File: config.mk
export PLATFORM = sky130hd
export DESIGN_NAME = sequence_pattern_generator
export DESIGN_NICKNAME = d
export VERILOG_FILES = /design/src/rtl/seq_gen_pkg.sv /design/src/rtl/sequence_pattern_generator.sv
export SDC_FILE = /design/constraint.sdc
export NUM_CORES = 1
export LEC_CHECK = 0
export CAP_MARGIN = 20
export CORE_MARGIN = 3
export CORE_UTILIZATION = 45
export CTS_BUF_LIST = sky130_fd_sc_hd__clkbuf_8
export DETAILED_ROUTE_END_ITERATION = 16
export GPL_ROUTABILITY_DRIVEN = 0
export PLACE_DENSITY = 0.76
export SLEW_MARGIN = 20
export SYNTH_ARGS = -nofsm -noshare
export SYNTH_HDL_FRONTEND = slang
export SYNTH_SLANG_ARGS = --single-unit
File: constraint.sdc
create_clock -name clk -period 2.5 [get_ports clk]
set_input_delay 0.375 -clock clk [delete_from_list [all_inputs] [get_ports clk]]
set_output_delay 0.375 -clock clk [all_outputs]
set_load 0.005 [all_outputs]
File: src/rtl/seq_gen_pkg.sv
// Package: seq_gen_pkg
// Shared definitions for the serial sequence pattern generator and the
// detector bench: FSM state encoding and the default frame width.
package seq_gen_pkg;

  // Default frame length in bits
  localparam int unsigned SEQ_GEN_WIDTH = 20;

  // Generator FSM states; PARITY is only reachable with SEQ_GEN_PARITY_EN
  typedef enum logic [1:0] {
    IDLE   = 2'd0,
    SHIFT  = 2'd1,
    PARITY = 2'd2
  } seq_gen_state_t;

endpackage : seq_gen_pkg

File: src/rtl/sequence_pattern_generator.sv
// Module: sequence_pattern_generator
// Serialises a WIDTH-bit word MSB-first on x, one bit per clk, as one-shot
// frames or as a continuous rotation of the loaded word until stop.
// Words are accepted over a load_valid/load_ready handshake; a word offered
// on the last cycle of a frame is taken with no gap between frames.
//
// Optional feature macro: SEQ_GEN_PARITY_EN
//   defined   -> an even-parity bit follows each frame (frame = WIDTH+1 cycles)
//   undefined -> frame = WIDTH cycles, no parity state or flop
//
// Ports:
//   clk         in   1      clock, all state updates on posedge
//   rst         in   1      asynchronous active-low reset
//   load_valid  in   1      load_data is valid
//   load_ready  out  1      generator can accept a word this cycle
//   load_data   in   WIDTH  word to serialise, bit WIDTH-1 sent first
//   circular    in   1      sampled at accept, 1 = repeat word until stop
//   stop        in   1      ends circular mode at the end of the current frame
//   x           out  1      serial data
//   x_valid     out  1      x carries a frame bit this cycle
//   frame_done  out  1      final bit of a frame is on x this cycle
module sequence_pattern_generator
  import seq_gen_pkg::*;
#(
  parameter int unsigned WIDTH = SEQ_GEN_WIDTH
) (
  input  logic             clk,
  input  logic             rst,
  input  logic             load_valid,
  output logic             load_ready,
  input  logic [WIDTH-1:0] load_data,
  input  logic             circular,
  input  logic             stop,
  output logic             x,
  output logic             x_valid,
  output logic             frame_done
);

  localparam int unsigned CNT_W = $clog2(WIDTH);
  localparam logic [CNT_W-1:0] LAST_CNT = CNT_W'(WIDTH - 1);

  seq_gen_state_t   r_state;
  seq_gen_state_t   w_state_nxt;
  logic [WIDTH-1:0] r_sr;
  logic [WIDTH-1:0] w_sr_nxt;
  logic [CNT_W-1:0] r_cnt;
  logic [CNT_W-1:0] w_cnt_nxt;
  logic             r_circ;
  logic             w_circ_nxt;
  logic             r_stop_pend;
  logic             w_stop_pend_nxt;
`ifdef SEQ_GEN_PARITY_EN
  logic             r_par;
  logic             w_par_nxt;
`endif

  logic w_last_bit;
  logic w_frame_end;
  logic w_stop_eff;
  logic w_loop;
  logic w_accept;

  // Frame boundary decode: the last data bit, or the parity bit when enabled
  assign w_last_bit = (r_state == SHIFT) && (r_cnt == LAST_CNT);
`ifdef SEQ_GEN_PARITY_EN
  assign w_frame_end = (r_state == PARITY);
`else
  assign w_frame_end = w_last_bit;
`endif

  // A stop seen mid-frame is remembered so it takes effect at the frame end
  assign w_stop_eff = stop | r_stop_pend;
  assign w_loop     = w_frame_end & r_circ & ~w_stop_eff;

  assign load_ready = (r_state == IDLE) | (w_frame_end & ~w_loop);
  assign w_accept   = load_valid & load_ready;
  assign x_valid    = (r_state != IDLE);
  assign frame_done = w_frame_end;

`ifdef SEQ_GEN_PARITY_EN
  assign x = (r_state == PARITY) ? r_par : r_sr[WIDTH-1];
`else
  assign x = r_sr[WIDTH-1];
`endif

  // Next-state logic; an accept overrides whatever the frame end decided
  always_comb begin
    w_state_nxt     = r_state;
    w_sr_nxt        = r_sr;
    w_cnt_nxt       = r_cnt;
    w_circ_nxt      = r_circ;
    w_stop_pend_nxt = r_stop_pend;
`ifdef SEQ_GEN_PARITY_EN
    w_par_nxt       = r_par;
`endif

    case (r_state)
      IDLE: begin
        w_stop_pend_nxt = 1'b0;
      end
      SHIFT: begin
        // Rotating (not shifting) leaves the original word after WIDTH steps
        w_sr_nxt  = {r_sr[WIDTH-2:0], r_sr[WIDTH-1]};
        w_cnt_nxt = r_cnt + CNT_W'(1);
        if (!w_frame_end && stop) begin
          w_stop_pend_nxt = 1'b1;
        end
`ifdef SEQ_GEN_PARITY_EN
        if (w_last_bit) begin
          w_state_nxt = PARITY;
        end
`else
        if (w_last_bit) begin
          w_stop_pend_nxt = 1'b0;
          w_cnt_nxt       = '0;
          if (!w_loop) begin
            w_state_nxt = IDLE;
          end
        end
`endif
      end
`ifdef SEQ_GEN_PARITY_EN
      PARITY: begin
        w_stop_pend_nxt = 1'b0;
        w_cnt_nxt       = '0;
        w_state_nxt     = w_loop ? SHIFT : IDLE;
      end
`endif
      default: begin
        w_state_nxt = IDLE;
      end
    endcase

    if (w_accept) begin
      w_state_nxt     = SHIFT;
      w_sr_nxt        = load_data;
      w_cnt_nxt       = '0;
      w_circ_nxt      = circular;
      w_stop_pend_nxt = 1'b0;
`ifdef SEQ_GEN_PARITY_EN
      w_par_nxt       = ^load_data;
`endif
    end
  end

  // State registers
  always_ff @(posedge clk or negedge rst) begin
    if (!rst) begin
      r_state     <= IDLE;
      r_sr        <= '0;
      r_cnt       <= '0;
      r_circ      <= 1'b0;
      r_stop_pend <= 1'b0;
`ifdef SEQ_GEN_PARITY_EN
      r_par       <= 1'b0;
`endif
    end else begin
      r_state     <= w_state_nxt;
      r_sr        <= w_sr_nxt;
      r_cnt       <= w_cnt_nxt;
      r_circ      <= w_circ_nxt;
      r_stop_pend <= w_stop_pend_nxt;
`ifdef SEQ_GEN_PARITY_EN
      r_par       <= w_par_nxt;
`endif
    end
  end

endmodule : sequence_pattern_generator

==> Flow_metrics.wiki, run 1 <==
{| class="wikitable"
! Metric !! Value
|-
| Maximum vdd drop || 0.417 mV
|-
| Busiest layer in global routing || met2
|-
| Critical path class || register to primary output
|-
| Count of endpoints failing setup in the final report || 0
|-
| Max Cap Violations || 0
|-
| Most area-consuming cells after synthesis || sky130_fd_sc_hd__dfrtp_1, sky130_fd_sc_hd__a221o_1, sky130_fd_sc_hd__and2_1
|-
| Area fraction in compound gates after synthesis || 0.217
|-
| Growth of design area from synthesis to finish || 27.4%
|-
| Overflow left after global routing || 0
|-
| Clock tree from TritonCTS || done
|-
| Fill cell count || 222
|-
| Worst-skew pair later-pin latency || 0.27 ns
|-
| Final hold violation count || 0
|-
| Number of vias per cell after detailed routing || 5.69
|-
| # hold bufs at CTS || 0
|-
| Effective utilization at floorplan || 0.480
|-
| Flip-flop and latch count after synthesis || 28
|-
| Net count, final || 172
|-
| Number of H-tree branching levels || 1
|-
| Dominant cell type by area after synthesis || sky130_fd_sc_hd__dfrtp_1
|-
| CP required || 2.12 ns
|-
| Core Region || 2810 um2
|-
| RSZ-0062 raised after global routing || false
|-
| Status || finished, final reports clean
|-
| Routed length per instance || 15.3 um
|-
| Total die area || 3690 um2
|-
| Number of nets with antenna violations after detailed routing || 0
|-
| Slew @ Worst Pin || 0.396 ns
|-
| Distinct cells, synth || 28
|-
| XOR/XNOR share of the synthesized area || 0
|-
| Number of sinks handled by clock tree synthesis || 28
|-
| Post-CTS Setup Bufs || 0
|-
| Proportion of synthesized chip area in sequential cells || 0.520
|-
| Total via count after detailed routing || 1002
|-
| Final number of max-transition violations || 0
|-
| Worst slew slack as a fraction of its limit || 0.736
|-
| Number of diodes || 0
|-
| Detailed-routing iteration count for the pre-antenna-repair pass || 3
|-
| Final clock period utilization by the worst path || 0.948
|-
| Syn Inst Count || 118
|-
| Class of the worst hold path || input pin to asynchronous set/reset pin
|-
| Number of antenna violations at the first check in global routing || 0
|-
| Startpoint kind of the worst setup timing path || register
|-
| Peak fanout along the critical path || 5
|-
| Mean post-synth cell area || 11.4 um2
|-
| Portion of netlist area occupied by mux cells || 0
|-
| M2 GR Usage || 0.272
|-
| Post-Place Setup Slack || 0.350 ns
|-
| Die H || 60.7 um
|-
| Final clock skew || 0.00757 ns
|-
| Final-layout setup total negative slack || 0 ns
|-
| Final critical-path required period || 2.37 ns
|-
| Commonest cells after routing, fill and taps aside || sky130_fd_sc_hd__clkdlybuf4s50_1, sky130_fd_sc_hd__dfrtp_1, sky130_fd_sc_hd__and2_1, sky130_fd_sc_hd__a221o_1
|-
| Fmax achieved || 422 MHz
|-
| Residual DRC count || 0
|-
| Net count after synthesis || 144
|-
| Standard-cell row count || 19
|-
| Deepest clock path buffer count || 2
|-
| GR Layer Usage met1 || 0.202
|-
| Aggregate routed wire length || 2700 um
|-
| Grt met3 use || 0.0383
|-
| Via count of the first global-routing pass || 1013
|-
| Maximum number of pins on one net before global-route repair || 29
|-
| Mapped cell area || 1350 um2
|-
| Adder and majority cell fraction of the synthesized area || 0.00929
|-
| Post-synth top area share || 0.520
|-
| Ratio of total power to cell area || 1010 nW/um2
|-
| Simple-gate area share of the yosys netlist || 0.206
|-
| Number of buffers added on ports || 28
|-
| Number of buffers inserted during clock tree synthesis || 3
|-
| Total number of yosys warnings || 0
|-
| Aggregate global-route resource usage || 0.162
|-
| Clock transition at the registers of the reported paths || 0.10 ns
|-
| Type of destination of the critical path || primary output
|-
| Ratio of cells with drive above 1 in the final layout || 0.0828
|-
| Arrival time of data at the critical path endpoint || 1.99 ns
|-
| Initial DRC Count || 57
|-
| I/O pins || 29
|-
| Overall die width || 60.7 um
|-
| P_leak || 0.733 nW
|-
| Wire length of the first global-routing pass || 4460 um
|-
| Combinational family with the most area after synthesis || compound AO/OA/AOI/OAI gates
|-
| Worst Slack Setup Final || 0.130 ns
|-
| CTS root buffer || sky130_fd_sc_hd__clkbuf_8
|-
| Half-perimeter wire length of the detailed placement result || 1800 um
|}
## power breakdown
| group | internal (W) | total [W] | switching (W) |
|---|---|---|---|
| combinational | 0.000357 | 0.000574 | 0.000216 |
| clock | 0.000214 | 0.000351 | 0.000137 |
| sequential | 0.000665 | 0.000812 | 0.000147 |
## path summary, 6_finish.rpt
path,start,end,slack [ns],cells after the start
worst max-delay path,r_cnt[0],load_ready,0.13,5
worst min-delay path,rst,r_cnt[4],0.47,2
worst max register to register,r_cnt[0],r_sr[2],0.78,5
worst min register to register,r_circ,r_circ,0.51,1
max in group asynchronous,rst,r_sr[4],1.77,2
min in group clk,r_circ,r_circ,0.51,1
## cells in the mapped netlist
cell type,instances
sky130_fd_sc_hd__a211oi_1,1
sky130_fd_sc_hd__a21oi_1,3
sky130_fd_sc_hd__a221o_1,20
sky130_fd_sc_hd__a31oi_1,1
sky130_fd_sc_hd__a32o_1,1
sky130_fd_sc_hd__and2_1,22
sky130_fd_sc_hd__and2b_1,2
sky130_fd_sc_hd__and3b_1,1
sky130_fd_sc_hd__and4bb_4,1
sky130_fd_sc_hd__buf_2,3
sky130_fd_sc_hd__buf_6,2
sky130_fd_sc_hd__clkbuf_1,3
sky130_fd_sc_hd__dfrtp_1,28
sky130_fd_sc_hd__ha_1,1
sky130_fd_sc_hd__inv_1,4
sky130_fd_sc_hd__nand2_1,2
sky130_fd_sc_hd__nand2b_1,3
sky130_fd_sc_hd__nand3_1,2
sky130_fd_sc_hd__nand4_1,1
sky130_fd_sc_hd__nand4bb_1,1
sky130_fd_sc_hd__nor2_1,4
sky130_fd_sc_hd__nor2b_1,2
sky130_fd_sc_hd__nor3_1,2
sky130_fd_sc_hd__o211a_4,1
sky130_fd_sc_hd__o211ai_1,2
sky130_fd_sc_hd__o21ai_0,3
sky130_fd_sc_hd__o22ai_1,1
sky130_fd_sc_hd__or3b_2,1
## kinds of logic after synthesis
family	count (synthesis)
AOI/OAI and AO/OA	33
DFF	28
and+or+nand+nor	44
buffers and inverters	12
adders and majority gates	1
## through the flow
| stage | instance area (um2) | utilization | std cells | total power [W] | hold WS, ns |
|---|---|---|---|---|---|
| 2_1_floorplan | 1350 | - | 118 | 0.00121 | 0.0794 |
| 3_3_place_gp | 1640 | 0.585 | 172 | 0.00136 | 0.482 |
| 3_5_place_dp | 1640 | 0.585 | 172 | 0.00139 | 0.484 |
| 4_1_cts | 1710 | 0.610 | 176 | 0.00175 | 0.470 |
| 5_1_grt | 1720 | 0.612 | 176 | 0.00186 | 0.495 |
| 6_report | 1720 | 0.612 | 176 | 0.00174 | 0.468 |
## cell type report
class                           instances  area (um2)  share of cell area
Sequential cell                        28         701               0.408
Multi-Input combinational cell         78         588               0.343
Timing Repair Buffer                   31         303               0.176
Clock buffer                            3        41.3              0.0241
Tap cell                               31        38.8              0.0226
Clock inverter                          1        30.0              0.0175
Inverter                                4        15.0             0.00875
## worst max-delay path, stage by stage, from the launching register on
cell,delay [ns]
sky130_fd_sc_hd__dfrtp_1,0.41
sky130_fd_sc_hd__ha_2,0.24
sky130_fd_sc_hd__and4bb_4,0.28
sky130_fd_sc_hd__nand2b_2,0.17
sky130_fd_sc_hd__and2_1,0.14
sky130_fd_sc_hd__clkdlybuf4s50_1,0.50
## state kept, by name, summed over array words and instances (netlist names)
signal	flops
r_circ	1
r_sr	20
r_state	1
r_stop_pend	1
r_cnt	5
## metal layers
metal	wire, um	vias to the layer above
li1	-	490
met1	1250	494
met2	1310	16
met3	115	2
met4	26	0
met5	0	-
## what timing repair did
item | 4_1_cts | 5_1_grt
endpoints found under the hold margin | 0 | 0
setup endpoints to repair | 0 | 1
gates resized for setup | 0 | 2
(Power assumes the default switching activity.)
==> run 2: changes to the inputs <==
Settings changed: CORE_UTILIZATION 45 to 55, PLACE_DENSITY 0.76 to 0.9, TNS_END_PERCENT set to 1.
==> Flow_metrics.wiki, run 2 (synthesized netlist as in run 1, its figures left out) <==
{| class="wikitable"
! Metric !! Value
|-
| Part of the power in the clock network || 0.204 (+0.002)
|-
| Startpoint kind of the worst setup timing path || register
|-
| Switching Fraction || 0.291 (+0.00324)
|-
| P_leak || 0.733 nW (unchanged)
|-
| Aggregate routed wire length || 2720 um (+0.70%)
|-
| CTS root buffer || sky130_fd_sc_hd__clkbuf_8
|-
| Effective utilization at floorplan || 0.592 (+0.112)
|-
| Top Registers || r_sr (20), r_cnt (5)
|-
| Routed length per instance || 15.7 um (+2.5%)
|-
| Finished Layout Cells || 173 (-1.7%)
|-
| Reg power frac || 0.466 (-0.002)
|-
| Area occupied by multi-input gates || 588 um2 (unchanged)
|-
| Number of vias per cell after detailed routing || 5.74 (+0.82%)
|-
| Design internal power || 0.00124 W (about the same)
|-
| Number of antenna violations at the first check in global routing || 0 (unchanged)
|-
| Ratio of cells with drive above 1 in the final layout || 0.0828 (unchanged)
|-
| Aggregate global-route resource usage || 0.190 (+0.0282)
|-
| Type of destination of the critical path || primary output
|-
| Final-layout setup total negative slack || 0 ns (unchanged)
|-
| Seq. cell area || 701 um2 (unchanged)
|-
| Commonest cells after routing, fill and taps aside || sky130_fd_sc_hd__clkdlybuf4s50_1, sky130_fd_sc_hd__dfrtp_1, sky130_fd_sc_hd__and2_1, sky130_fd_sc_hd__a221o_1
|-
| RSZ-0062 raised after global routing || false
|-
| Number of diodes || 0 (unchanged)
|-
| Combinational Power Share || 0.330 (about the same)
|-
| Placed Instances || 169 (-1.7%)
|-
| Number of nets with antenna violations after detailed routing || 0 (unchanged)
|-
| Half-perimeter wire length of the detailed placement result || 1900 um (+5.5%)
|-
| Number of H-tree branching levels || 1 (unchanged)
|-
| Critical path class || register to primary output
|-
| Arrival time of data at the critical path endpoint || 1.99 ns (about the same)
|-
| Residual DRC count || 0 (unchanged)
|-
| Overflow left after global routing || 0 (unchanged)
|-
| Fmax achieved || 423 MHz (+0.28%)
|-
| Final hold violation count || 0 (unchanged)
|-
| Via count of the first global-routing pass || 1002 (-1.1%)
|-
| Total die area || 3080 um2 (-16%)
|-
| Number of sinks handled by clock tree synthesis || 28 (unchanged)
|-
| Final critical-path required period || 2.36 ns (-0.00660 ns)
|-
| Clock tree from TritonCTS || done
|-
| Clock transition at the registers of the reported paths || 0.10 ns (about the same)
|-
| Class of the worst hold path || input pin to asynchronous set/reset pin
|-
| Worst hold slack after final layout || 0.469 ns (+0.000805 ns)
|-
| Register bank with the most flops || r_sr
|-
| Peak fanout along the critical path || 5 (unchanged)
|-
| Worst-skew pair later-pin latency || 0.27 ns (about the same)
|-
| Ratio of total power to cell area || 1020 nW/um2 (+0.77%)
|-
| Status || finished, final reports clean
|-
| Reg2Reg Setup Slack || 0.77 ns (about the same)
|-
| Post-Place Setup Slack || 0.354 ns (+0.00323 ns)
|-
| Final clock period utilization by the worst path || 0.945 (-0.00264)
|-
| Overall die width || 55.5 um (-8.6%)
|-
| Die H || 55.5 um (-8.6%)
|-
| CP required || 2.12 ns (about the same)
|-
| Slew @ Worst Pin || 0.388 ns (-0.00813 ns)
|-
| Initial DRC Count || 30 (-47%)
|-
| Maximum vdd drop || 0.631 mV (+51%)
|-
| Max Cap Violations || 0 (unchanged)
|-
| Count of endpoints failing setup in the final report || 0 (unchanged)
|-
| Wire length of the first global-routing pass || 4710 um (+5.7%)
|-
| Worst slew slack as a fraction of its limit || 0.741 (+0.00542)
|-
| I/O pins || 29 (unchanged)
|-
| Net count, final || 172 (unchanged)
|-
| Detailed-routing iteration count for the pre-antenna-repair pass || 4 (+1)
|-
| Deepest clock path buffer count || 2 (unchanged)
|-
| Maximum number of pins on one net before global-route repair || 29 (unchanged)
|-
| Growth of design area from synthesis to finish || 27.1%
|-
| Net Switching || 0.000509 W (+1.7%)
|-
| Number of buffers inserted during clock tree synthesis || 3 (unchanged)
|-
| Final clock skew || 0.00918 ns (+0.00161 ns)
|-
| Worst Slack Setup Final || 0.137 ns (+0.00660 ns)
|-
| Total via count after detailed routing || 993 (-0.90%)
|-
| Core Region || 2280 um2 (-19%)
|-
| Number of buffers added on ports || 28 (unchanged)
|-
| Total power || 0.00175 W (+0.54%)
|-
| Final number of max-transition violations || 0 (unchanged)
|-
| Number of flip-flops under the largest register name || 20 (unchanged)
|-
| Fill cell count || 148 (-33%)
|-
| Standard-cell row count || 17 (-2)
|}
-- run 2: cell counts in the layout (fill, tap and decap cells not counted) --
No cell type changed its count.
-- run 2: final cells by class --
| type | instances | area share |
|---|---|---|
| clock buffer | 3 | 0.0241 |
| timing repair buffer | 31 | 0.177 |
| sequential | 28 | 0.409 |
| clock inverter | 1 | 0.0175 |
| inverter | 4 | 0.00877 |
| tap | 28 | 0.0205 |
| multi-input combinational | 78 | 0.343 |
-- run 2: what timing repair did --
action                                  4_1_cts  5_1_grt
endpoints found under the setup margin        0        1
hold buffers                                  0        0
setup buffers                                 0        0
gates resized for setup                       0        2
-- run 2: power groups by stage --
| stage | clock [W] | combinational (W) | sequential [W] |
|---|---|---|---|
| 6_report | 0.000356 | 0.000577 | 0.000813 |
| 5_1_grt | 0.000374 | 0.000644 | 0.000842 |
| 4_1_cts | 0.000359 | 0.000583 | 0.000809 |
| 3_5_place_dp | 0 | 0.000579 | 0.000816 |
| 3_3_place_gp | 0 | 0.000554 | 0.000802 |
| 2_1_floorplan | 0 | 0.000437 | 0.000770 |
-- run 2: per-stage QoR --
step,util,area [um2]
finish,0.753,1710
global route,0.753,1710
CTS,0.750,1710
detailed placement,0.719,1640
global placement,0.719,1640
floorplan,-,1350
-- run 2: critical path, stage by stage, from the launching register on --
cell and delay (ns):
sky130_fd_sc_hd__dfrtp_1 0.42, sky130_fd_sc_hd__ha_2 0.24, sky130_fd_sc_hd__and4bb_4 0.28, sky130_fd_sc_hd__nand2b_2 0.17, sky130_fd_sc_hd__and2_1 0.13, sky130_fd_sc_hd__clkdlybuf4s50_1 0.49
-- run 2: path summary, 6_finish.rpt --
path	startpoint	endpoint	cells past startpoint
worst max-delay path	r_cnt[0]	load_ready	5
worst min-delay path	rst	r_sr[3]	2
worst max register to register	r_cnt[0]	r_sr[11]	5
worst min register to register	r_sr[4]	r_sr[5]	1
max in group asynchronous	rst	r_sr[18]	2
min in group clk	r_sr[4]	r_sr[5]	1
-- run 2: per-layer routing --
metal | GRT usage | wire length [um] | vias to the layer above
li1 | - | - | 495
met1 | 0.274 | 1360 | 472
met2 | 0.296 | 1240 | 24
met3 | 0.0374 | 104 | 2
met4 | 0.0486 | 10 | 0
met5 | 0 | 0 | -
==> run 3: changes to the inputs <==
Settings changed: CAP_MARGIN 20 to 0, CORE_UTILIZATION 55 to 36, PLACE_DENSITY 0.9 to 0.64, SETUP_SLACK_MARGIN set to 0.15.
==> Flow_metrics.wiki, run 3 (synthesized netlist as in run 1, its figures left out) <==
{| class="wikitable"
! Metric !! Value
|-
| Reg power frac || 0.453 (-0.013)
|-
| # hold bufs at CTS || 0 (unchanged)
|-
| Via count of the first global-routing pass || 1014 (+1.2%)
|-
| Worst-skew pair later-pin latency || 0.27 ns (about the same)
|-
| Maximum number of pins on one net before global-route repair || 29 (unchanged)
|-
| Maximum vdd drop || 0.388 mV (-38%)
|-
| Number of H-tree branching levels || 1 (unchanged)
|-
| Ratio of cells with drive above 1 in the final layout || 0.120 (+0.0372)
|-
| Switching Fraction || 0.289 (-0.00252)
|-
| Type of destination of the critical path || primary output
|-
| Worst slew slack as a fraction of its limit || 0.720 (-0.0210)
|-
| Max Cap Violations || 0 (unchanged)
|-
| Net Switching || 0.000524 W (+3.0%)
|-
| Ratio of total power to cell area || 1010 nW/um2 (-0.55%)
|-
| Aggregate routed wire length || 2810 um (+3.5%)
|-
| End of the worst register-to-register path || r_sr[18]
|-
| Detailed-routing iteration count for the pre-antenna-repair pass || 4 (unchanged)
|-
| Design internal power || 0.00129 W (+4.2%)
|-
| Worst r2r path cells || 6 (+1)
|-
| Number of diodes || 0 (unchanged)
|-
| CP peak stage delay || 0.49 ns (about the same)
|-
| Post-Place Setup Slack || 0.350 ns (-0.00323 ns)
|-
| Core Region || 3470 um2 (+52%)
|-
| Fill cell count || 339 (+130%)
|-
| Overflow left after global routing || 0 (unchanged)
|-
| Most common library cell in the layout ignoring fill and taps || sky130_fd_sc_hd__clkdlybuf4s50_1
|-
| Standard-cell row count || 21 (+4)
|-
| Number of sinks handled by clock tree synthesis || 28 (unchanged)
|-
| Part of the power in the clock network || 0.191 (-0.013)
|-
| Number of buffers inserted during clock tree synthesis || 3 (unchanged)
|-
| Count of endpoints failing setup in the final report || 0 (unchanged)
|-
| Residual DRC count || 0 (unchanged)
|-
| Die H || 67.2 um (+21%)
|-
| Clock tree from TritonCTS || done
|-
| CP required || 2.12 ns (about the same)
|-
| Number of nets with antenna violations after detailed routing || 0 (unchanged)
|-
| Number of antenna violations at the first check in global routing || 0 (unchanged)
|-
| Initial DRC Count || 79 (+160%)
|-
| Worst path bufs/invs || 1 (unchanged)
|-
| Combinational Power Share || 0.356 (+0.026)
|-
| Half-perimeter wire length of the detailed placement result || 1870 um (-1.3%)
|-
| Fmax achieved || 442 MHz (+4.5%)
|-
| Final critical-path required period || 2.26 ns (-0.102 ns)
|-
| Peak fanout along the critical path || 5 (unchanged)
|-
| Deepest clock path buffer count || 2 (unchanged)
|-
| Number of buffers added on ports || 28 (unchanged)
|-
| RSZ-0062 raised after global routing || false
|-
| Critical path class || register to primary output
|-
| Startpoint kind of the worst setup timing path || register
|-
| Worst Slack Setup Final || 0.238 ns (+0.102 ns)
|-
| Reg2Reg Setup Slack || 0.75 ns (-0.02 ns)
|-
| Effective utilization at floorplan || 0.389 (-0.204)
|-
| Number of flip-flops under the largest register name || 20 (unchanged)
|-
| Net count, final || 177 (+2.9%)
|-
| Growth of design area from synthesis to finish || 32.8%
|-
| Wire length of the first global-routing pass || 4750 um (+0.89%)
|-
| Number of vias per cell after detailed routing || 5.29 (-7.8%)
|-
| Worst path cell trace || ha_4 -> and4bb_4 -> nand2b_4 -> and2_1 -> clkdlybuf4s50_1
|-
| Final clock skew || 0.00471 ns (-0.00446 ns)
|-
| Final-layout setup total negative slack || 0 ns (unchanged)
|-
| Final hold violation count || 0 (unchanged)
|-
| Aggregate global-route resource usage || 0.139 (-0.0509)
|-
| Commonest cells after routing, fill and taps aside || sky130_fd_sc_hd__clkdlybuf4s50_1, sky130_fd_sc_hd__dfrtp_1, sky130_fd_sc_hd__and2_1, sky130_fd_sc_hd__a221o_1, sky130_fd_sc_hd__buf_4
|-
| Status || finished, final reports clean
|-
| Top Registers || r_sr (20), r_cnt (5)
|-
| Total via count after detailed routing || 1037 (+4.4%)
|-
| Class of the worst hold path || input pin to asynchronous set/reset pin
|-
| P_leak || 0.761 nW (+3.8%)
|-
| Slew @ Worst Pin || 0.420 ns (+0.0315 ns)
|-
| Overall die width || 67.2 um (+21%)
|-
| Register bank with the most flops || r_sr
|-
| Worst path top cell family by delay || simple AND/OR/NAND/NOR gates
|-
| Routed length per instance || 14.4 um (-8.7%)
|-
| Arrival time of data at the critical path endpoint || 1.89 ns (-0.10 ns)
|-
| CP max stage cell || sky130_fd_sc_hd__clkdlybuf4s50_1
|-
| Total die area || 4510 um2 (+47%)
|-
| Clock transition at the registers of the reported paths || 0.09 ns (about the same)
|-
| Start point of the critical path || r_cnt[0]
|-
| I/O pins || 29 (unchanged)
|-
| Worst reg2reg path startpoint || r_cnt[0]
|-
| Final number of max-transition violations || 0 (unchanged)
|-
| Final clock period utilization by the worst path || 0.905 (-0.0407)
|-
| CTS root buffer || sky130_fd_sc_hd__clkbuf_8
|}
[run 3: layout make-up]
| type | count | area [um2] | area share |
|---|---|---|---|
| Timing Repair Buffer | 36 | 340 | 0.190 |
| Clock inverter | 1 | 30.0 | 0.0168 |
| Clock buffer | 3 | 41.3 | 0.0231 |
| Inverter | 4 | 15.0 | 0.00839 |
| Sequential cell | 28 | 702 | 0.392 |
| Tap cell | 46 | 57.6 | 0.0322 |
| Multi-Input combinational cell | 78 | 603 | 0.337 |
[run 3: worst max path at each step]
stage            endpoint  slack, ns  cells past startpoint
5_1_grt        load_ready       0.16                      5
4_1_cts        load_ready       0.17                      5
3_3_place_gp   load_ready       0.40                      4
3_5_place_dp   load_ready       0.35                      4
6_report       load_ready       0.24                      5
2_1_floorplan     r_sr[0]       0.88                      5
[run 3: power by group through the flow]
stage          clock, W  combinational (W)  sequential [W]
5_1_grt        0.000378           0.000730        0.000846
2_1_floorplan         0           0.000437        0.000770
3_5_place_dp          0           0.000575        0.000821
4_1_cts        0.000360           0.000604        0.000814
6_report       0.000346           0.000646        0.000821
3_3_place_gp          0           0.000556        0.000813
[run 3: stage by stage]
stage	hold slack [ns]	instance area, um2	util	std cells	power (W)
3_5_place_dp	0.486	1660	0.478	187	0.00140
2_1_floorplan	0.0794	1350	-	118	0.00121
4_1_cts	0.487	1750	0.504	192	0.00178
5_1_grt	0.507	1790	0.516	196	0.00195
3_3_place_gp	0.485	1660	0.478	187	0.00137
6_report	0.477	1790	0.516	196	0.00181
[run 3: layer usage]
| metal | global-route usage | part of all wire |
|---|---|---|
| met5 | 0 | 0 |
| met4 | 0.0532 | 0.0068 |
| met3 | 0.0316 | 0.050 |
| met2 | 0.205 | 0.44 |
| met1 | 0.199 | 0.50 |
[run 3: worst reg2reg max path: stages (launching register included)]
cell and delay (ns):
sky130_fd_sc_hd__dfrtp_1 0.41, sky130_fd_sc_hd__ha_4 0.17, sky130_fd_sc_hd__and4bb_4 0.27, sky130_fd_sc_hd__buf_4 0.11, sky130_fd_sc_hd__o211ai_1 0.08, sky130_fd_sc_hd__buf_4 0.22, sky130_fd_sc_hd__a221o_1 0.38
[run 3: repair_timing]
| action | 4_1_cts | 5_1_grt |
|---|---|---|
| setup endpoints to repair | 1 | 1 |
| hold endpoints to repair | 0 | 0 |
| gates resized for setup | 2 | 2 |
| pin swaps | 0 | 1 |
| buffers inserted | 1 | 4 |
